`src/rtl/msp_trace_buf_pkg.sv`:
```
// ============================================================================
// Module   : msp_trace_buf_pkg
// Brief    : Shared trace-buffer encodings: FSM states, entry layout, widths.
//            Entry width depends on the MSP_TRACE_CYCLE_EN macro.
// Revision : 1.0 - initial release
// ============================================================================
`default_nettype none

package msp_trace_buf_pkg;

   localparam logic [1:0] c_ST_IDLE    = 2'd0;
   localparam logic [1:0] c_ST_ARMED   = 2'd1;
   localparam logic [1:0] c_ST_CAPTURE = 2'd2;
   localparam logic [1:0] c_ST_DONE    = 2'd3;

   // Entry layout: {cycle stamp (optional), irq, code[15:0], pc[15:0]}
   localparam int c_PC_LSB      = 0;
   localparam int c_CODE_LSB    = 16;
   localparam int c_IRQ_BIT     = 32;
   localparam int c_CYC_LSB     = 33;
   localparam int c_ENTRY_W_BASE = 33;
   localparam int c_ENTRY_W_CYC  = 49;

`ifdef MSP_TRACE_CYCLE_EN
   localparam int c_ENTRY_W = c_ENTRY_W_CYC;
`else
   localparam int c_ENTRY_W = c_ENTRY_W_BASE;
`endif

endpackage

`default_nettype wire

```
`src/rtl/msp_trace_ram.sv`:
```
// ============================================================================
// Module   : msp_trace_ram
// Brief    : DEPTH x WIDTH register array, one write port, one async read port.
// Revision : 1.0 - initial release
// ============================================================================
`default_nettype none

module msp_trace_ram #(
   parameter int DEPTH = 16,
   parameter int WIDTH = 33
) (
   input  logic                     mclk,
   input  logic                     we,
   input  logic [$clog2(DEPTH)-1:0] waddr,
   input  logic [WIDTH-1:0]         wdata,
   input  logic [$clog2(DEPTH)-1:0] raddr,
   output logic [WIDTH-1:0]         rdata
);

   logic [WIDTH-1:0] r_mem [DEPTH];

   // Storage is deliberately not reset; validity is tracked by the count.
   always_ff @(posedge mclk) begin
      if (we) begin
         r_mem[waddr] <= wdata;
      end
   end

   assign rdata = r_mem[raddr];

endmodule

`default_nettype wire

```
`src/rtl/msp_trace_buf.sv`:
```
// ============================================================================
// Module   : msp_trace_buf
// Brief    : Instruction/IRQ trace buffer with PC trigger and show-ahead read.
//            Define MSP_TRACE_CYCLE_EN to add a 16-bit inter-entry cycle stamp.
// Revision : 1.0 - initial release
// ============================================================================
`default_nettype none

module msp_trace_buf
   import msp_trace_buf_pkg::*;
#(
   parameter int          DEPTH   = 16,
   parameter logic [15:0] TRIG_PC = 16'hFFFF
) (
   input  logic                       mclk,
   input  logic                       puc_n,
   input  logic                       decode,
   input  logic [15:0]                pc,
   input  logic [15:0]                ir,
   input  logic                       irq_detect,
   input  logic [3:0]                 irq_num,
   input  logic                       arm,
   input  logic                       stop,
   input  logic [15:0]                trig_pc,
   output logic                       rd_valid,
   input  logic                       rd_ready,
   output logic [c_ENTRY_W-1:0]       rd_data,
   output logic [$clog2(DEPTH):0]     count,
   output logic                       overflow,
   output logic [1:0]                 state
);

   localparam int AW    = $clog2(DEPTH);
   localparam int CNT_W = AW + 1;
   localparam logic [CNT_W-1:0] c_FULL    = CNT_W'(DEPTH);
   localparam logic [CNT_W-1:0] c_CNT_ONE = CNT_W'(1);
   localparam logic [AW-1:0]    c_PTR_ONE = AW'(1);

   logic [1:0]           r_state;
   logic [1:0]           w_state_nxt;
   logic [AW-1:0]        r_wr_ptr;
   logic [AW-1:0]        r_rd_ptr;
   logic [CNT_W-1:0]     r_count;
   logic                 r_overflow;
   logic [15:0]          r_trig;
   logic                 w_hit;
   logic                 w_full;
   logic                 w_push_req;
   logic                 w_push;
   logic                 w_pop;
   logic                 w_drop;
   logic [c_ENTRY_W-1:0] w_entry;

   assign w_hit  = decode && (pc == r_trig);
   assign w_full = (r_count == c_FULL);

   // State register
   always_ff @(posedge mclk) begin
      if (!puc_n) begin
         r_state <= c_ST_IDLE;
      end else begin
         r_state <= w_state_nxt;
      end
   end

   // Next-state logic; arm overrides everything else
   always_comb begin
      w_state_nxt = r_state;
      if (arm) begin
         w_state_nxt = c_ST_ARMED;
      end else begin
         case (r_state)
            c_ST_IDLE:    w_state_nxt = c_ST_IDLE;
            c_ST_ARMED: begin
               if (stop)       w_state_nxt = c_ST_DONE;
               else if (w_hit) w_state_nxt = c_ST_CAPTURE;
            end
            c_ST_CAPTURE: begin
               if (stop || w_full) w_state_nxt = c_ST_DONE;
            end
            c_ST_DONE:    w_state_nxt = c_ST_DONE;
            default:      w_state_nxt = c_ST_IDLE;
         endcase
      end
   end

   // Output logic: push/pop/drop qualification
   always_comb begin
      w_push_req = 1'b0;
      case (r_state)
         c_ST_ARMED:   w_push_req = w_hit;
         c_ST_CAPTURE: w_push_req = decode;
         default:      w_push_req = 1'b0;
      endcase
      w_push_req = w_push_req && !arm;
      w_pop      = rd_valid && rd_ready && !arm;
      w_push     = w_push_req && (!w_full || w_pop);
      w_drop     = w_push_req && w_full && !w_pop;
   end

   always_ff @(posedge mclk) begin
      if (!puc_n) begin
         r_wr_ptr   <= '0;
         r_rd_ptr   <= '0;
         r_count    <= '0;
         r_overflow <= 1'b0;
         r_trig     <= TRIG_PC;
      end else if (arm) begin
         r_wr_ptr   <= '0;
         r_rd_ptr   <= '0;
         r_count    <= '0;
         r_overflow <= 1'b0;
         r_trig     <= trig_pc;
      end else begin
         if (w_push) r_wr_ptr <= r_wr_ptr + c_PTR_ONE;
         if (w_pop)  r_rd_ptr <= r_rd_ptr + c_PTR_ONE;
         case ({w_push, w_pop})
            2'b10:   r_count <= r_count + c_CNT_ONE;
            2'b01:   r_count <= r_count - c_CNT_ONE;
            default: r_count <= r_count;
         endcase
         if (w_drop) r_overflow <= 1'b1;
      end
   end

`ifdef MSP_TRACE_CYCLE_EN
   logic [15:0] r_cyc;
   logic [15:0] w_cyc_inc;

   assign w_cyc_inc = (r_cyc == 16'hFFFF) ? r_cyc : r_cyc + 16'd1;

   // Counts edges since the last recorded entry; stored value includes this edge
   always_ff @(posedge mclk) begin
      if (!puc_n) begin
         r_cyc <= '0;
      end else if (arm || w_push) begin
         r_cyc <= '0;
      end else begin
         r_cyc <= w_cyc_inc;
      end
   end
`endif

   always_comb begin
      w_entry = '0;
      w_entry[c_PC_LSB +: 16]   = pc;
      w_entry[c_CODE_LSB +: 16] = irq_detect ? {12'h000, irq_num} : ir;
      w_entry[c_IRQ_BIT]        = irq_detect;
`ifdef MSP_TRACE_CYCLE_EN
      w_entry[c_CYC_LSB +: 16]  = (r_state == c_ST_ARMED) ? 16'h0000 : w_cyc_inc;
`endif
   end

   msp_trace_ram #(
      .DEPTH (DEPTH),
      .WIDTH (c_ENTRY_W)
   ) u_ram (
      .mclk  (mclk),
      .we    (w_push),
      .waddr (r_wr_ptr),
      .wdata (w_entry),
      .raddr (r_rd_ptr),
      .rdata (rd_data)
   );

   assign rd_valid = (r_count != '0);
   assign count    = r_count;
   assign overflow = r_overflow;
   assign state    = r_state;

endmodule

`default_nettype wire

```
`config.mk`:
```
export PLATFORM = sky130hd
export DESIGN_NAME = msp_trace_buf
export DESIGN_NICKNAME = d
export VERILOG_FILES = /design/src/rtl/msp_trace_buf_pkg.sv /design/src/rtl/msp_trace_ram.sv /design/src/rtl/msp_trace_buf.sv
export SDC_FILE = /design/constraint.sdc
export NUM_CORES = 1
export LEC_CHECK = 0
export BUFFER_PORTS_ARGS = -buffer_cell sky130_fd_sc_hd__buf_2
export CAP_MARGIN = 0
export CORE_UTILIZATION = 37
export CTS_CLUSTER_DIAMETER = 80
export DETAILED_ROUTE_END_ITERATION = 10
export HOLD_SLACK_MARGIN = 0.12
export PLACE_DENSITY = 0.55
export SLEW_MARGIN = 20
export SYNTH_ARGS = -nofsm -noshare
export SYNTH_HDL_FRONTEND = slang
export SYNTH_SLANG_ARGS = --single-unit
```
`constraint.sdc`:
```
create_clock -name mclk -period 7.1 [get_ports mclk]
set_input_delay 0.355 -clock mclk [delete_from_list [all_inputs] [get_ports mclk]]
set_output_delay 0.355 -clock mclk [all_outputs]
set_load 0.01 [all_outputs]
```
==> impl_metrics.tcl <==
set metrics [dict create \
    result_of_the_run "completed" \
    floorplan.die.height_um 245.0 \
    leakage_nw 7.767 \
    dpl.hpwl_um 26790 \
    first_pass_grt_wire_length_um 72970 \
    arrival_ns 4.26 \
    period_minus_slack_ns 4.025 \
    crit-reg2reg-capture "u_ram.r_mem[3][19]" \
    synth_commonest_cells "sky130_fd_sc_hd__edfxtp_1, sky130_fd_sc_hd__mux4_2, sky130_fd_sc_hd__dfxtp_1" \
    dieArea_sq_um 60020 \
    num_rows 88 \
    port_buffers 100 \
    tritoncts_clock_tree "yes" \
    syn-cell-area_sq_um 21850 \
    hold_violations 0 \
    final_max_slew_viol_count 0 \
    rsz0062_at_grt "false" \
    critical_path.reg2reg.startpoint "state[0]" \
    grt_antenna_before_repair 0 \
    number_of_hold_repair_buffers_added_at_the_cts_stage 39 \
    detail-route-antenna-nets 0 \
    tightest_slew_ns 1.086 \
    synth_top_cell_by_area "sky130_fd_sc_hd__edfxtp_1" \
    routed_wl_um 49270 \
    final_nets 1222 \
    placeableCoreArea_sq_um 58030 \
    die_width_um 245.0 \
    synth_area_per_cell_sq_um 22.25 \
    startpoint "pc[3]" \
    critical_path.startpoint_type "primary input" \
    cts_made_buffers 57 \
    netlist_instances 982 \
    synth_fp_nets 1052 \
    post-synth-top-area-fraction_pct 72.57 \
    synth_enable_flop_cells 528 \
    clk_transition_reported_paths_ns 0.06 \
    totalPowerFinal_mw 6.672 \
    area_delta_synth_final_pct 17.11 \
    asyncSetResetFlopFracSynth_pct 0 \
    timing.critical_path.required_ns 7.34 \
    critical_path_class "in2reg" \
    vias_in_the_first_global_route 10988 \
    timing.critical_path.slowest_stage_cell "sky130_fd_sc_hd__nor3_2" \
    post_placement_cell_count 1819 \
    clock_skew_after_layout_ns 0.02726 \
    final-instance-count-excl-fill 1962 \
    crit_chain "dlygate4sd3_1 -> buf_2 -> xor2_1 -> nor4_2 -> and4_4 -> a21o_1 -> nand3_1 -> nor3_2 -> buf_4" \
    grt_start_max_net_pins 94 \
    io-pin-count 101 \
    cts.sinks 564 \
    synth_sequential_area_ratio_pct 75.87 \
    drcViolationCount 0 \
    drt_iter0_drc 793 \
    worst_path_dominant_cell_family "simple AND/OR/NAND/NOR gates" \
    initial_utilization_pct 37.65 \
    critical_path_depth 9 \
    detail_route.vias_per_cell 5.306 \
    timing.max_slew.rel_slack_pct 27.45 \
    yosysMostFrequentCell "sky130_fd_sc_hd__edfxtp_1" \
    synth.ff_latch_count 564 \
    r2r_slack_ns 3.20 \
    max_fo_critical_path 25 \
    wl_per_cell_um 25.11 \
    multiInputGateArea_sq_um 5162 \
    power.density_cell_area_nw_per_um2 260.8 \
    critPathCaptureType "flip-flop" \
    worst_stage_delay_on_the_critical_path_ns 0.82 \
    worstPathBufferInverterCount 3 \
    ctsHtreeMaxLevel 2 \
    ff2ff_path_depth 9 \
    clk_latency_ns 0.62 \
    yosysWarnings 0 \
    seq_area_sq_um 16590 \
    filler_cell_count 4906 \
    gp_congestion 0.7521 \
    total_global_routing_track_utilization_pct 16.72 \
    timing.hold.worst.class "in2reg" \
    max-cap-violations 0 \
    post_synth_main_area_contributors "sky130_fd_sc_hd__edfxtp_1, sky130_fd_sc_hd__mux4_2, sky130_fd_sc_hd__dfxtp_1, sky130_fd_sc_hd__mux2i_1, sky130_fd_sc_hd__ha_1" \
    drive_above_1_share_pct 33.08 \
    timing.critical_path.to "u_ram.r_mem[3][19]" \
    antenna_cells 0 \
    vdd_ir_drop_max_mv 0.1941 \
    drt_pass1_iterations 5 \
    finalWorstSetupSlack_ns 3.075 \
    cts-resized-gates 0 \
    vias 10411 \
    pre_cts_ws_ns 2.964 \
    min_period_over_period_pct 56.69 \
    highest_achievable_clock_rate_mhz 248.4 \
    setup-tns-final_ns 0 \
    dominantRegCellSynth "sky130_fd_sc_hd__edfxtp_1" \
    global_route.overflow_total 0 \
    clock_path_buffers 3 \
    clock-root-buffer "sky130_fd_sc_hd__clkbuf_16" \
    netlist-cell-type-count 40 \
    post_cts_buffers 0 \
    setup-violations-final 0 \
    final_core_util_pct 44.09 \
]
[worst min path at each step]
stage / start / to / depth (start not counted)
final: pc[9] / u_ram.r_mem[10][9] / 1
after detailed placement: r_trig[1] / r_trig[1] / 2
after global routing: pc[5] / u_ram.r_mem[14][5] / 1
after global placement: r_trig[11] / r_trig[11] / 2
after CTS: pc[12] / u_ram.r_mem[10][12] / 1
after floorplan: pc[0] / u_ram.r_mem[0][0] / 0
[per-layer routing]
| layer | vias to the layer above | wire length [um] | part of all wire, % | global-route usage [%] |
|---|---|---|---|---|
| met2 | 289 | 23580 | 48 | 26.67 |
| met1 | 5604 | 22500 | 46 | 23.97 |
| li1 | 4444 | - | - | - |
| met4 | 0 | 1079 | 2.2 | 4.853 |
| met3 | 74 | 2108 | 4.3 | 2.318 |
| met5 | - | 0 | 0 | 0 |
[cell type report]
class | instances | share of cell area (%)
multi-input combinational | 360 | 20.18
timing repair buffer | 159 | 4.118
sequential | 564 | 64.83
tap | 765 | 3.741
inverter | 10 | 0.1467
clock buffer | 67 | 5.805
clock inverter | 37 | 1.179
[sequential cells by signal, summed over array words and instances (netlist names), named ones only]
register     flops
u_ram.r_mem    528
r_trig          16
count            5
r_rd_ptr         4
r_wr_ptr         4
state            2
overflow         1
[placed cells by master, fill, tap and decap left out, types with 2 or more instances in the layout]
cell                            count
sky130_fd_sc_hd__nor2b_2            5
sky130_fd_sc_hd__xnor2_1            8
sky130_fd_sc_hd__clkinv_2          10
sky130_fd_sc_hd__dfxtp_1           32
sky130_fd_sc_hd__dlygate4sd3_1     39
sky130_fd_sc_hd__clkbuf_16         58
sky130_fd_sc_hd__or4_1              2
sky130_fd_sc_hd__nand2b_1           9
sky130_fd_sc_hd__dfxtp_4            3
sky130_fd_sc_hd__ha_1              10
sky130_fd_sc_hd__nand3_1           12
sky130_fd_sc_hd__bufinv_16          4
sky130_fd_sc_hd__xor2_1            10
sky130_fd_sc_hd__inv_1             10
sky130_fd_sc_hd__nor3_2             4
sky130_fd_sc_hd__a211oi_1           7
sky130_fd_sc_hd__clkbuf_1           9
sky130_fd_sc_hd__o21ai_0            2
sky130_fd_sc_hd__nor2_1            12
sky130_fd_sc_hd__buf_2            100
sky130_fd_sc_hd__nor2b_1           10
sky130_fd_sc_hd__nor2_4            12
sky130_fd_sc_hd__mux4_2           165
sky130_fd_sc_hd__a21oi_1            7
sky130_fd_sc_hd__edfxtp_1         528
sky130_fd_sc_hd__mux2_2             4
sky130_fd_sc_hd__a32oi_1            2
sky130_fd_sc_hd__buf_4             19
sky130_fd_sc_hd__mux2i_1           20
sky130_fd_sc_hd__nand4_1            3
sky130_fd_sc_hd__a31oi_1            2
sky130_fd_sc_hd__a21o_1             2
sky130_fd_sc_hd__nand2_1           31
sky130_fd_sc_hd__clkinv_1          18
sky130_fd_sc_hd__nor3_1             7
[through the flow]
| step | hold slack (ns) | cell area, sq um |
|---|---|---|
| 3_5_place_dp | 0.4818 | 23400 |
| 5_1_grt | 0.1443 | 25590 |
| 6_report | 0.1571 | 25590 |
| 4_1_cts | 0.1268 | 25570 |
| 3_3_place_gp | 0.4753 | 23400 |
| 2_1_floorplan | 0.4539 | 21850 |
[cell families (layout without fill, tap and decap cells)]
logic type	count (synthesis)	after routing	share of synthesized area (%)
flip-flops	564	564	75.87
XOR/XNOR	18	18	0.7216
AO/OA/AOI/OAI	30	30	0.9736
AND/OR/NAND/NOR	112	112	2.577
buffers and inverters	58	273	1.059
multiplexers	189	189	18.13
adder cells (fa/ha/maj)	11	11	0.6643
[power by group]
part | leakage, nW | internal (mW) | total (mW) | switching (mW)
Sequential | 4.91 | 3.64 | 3.64 | 0.00526
Combinational | 1.98 | 0.0508 | 0.137 | 0.0859
Clock | 0.876 | 1.64 | 2.89 | 1.25
Power figures use the tool's default switching activity.
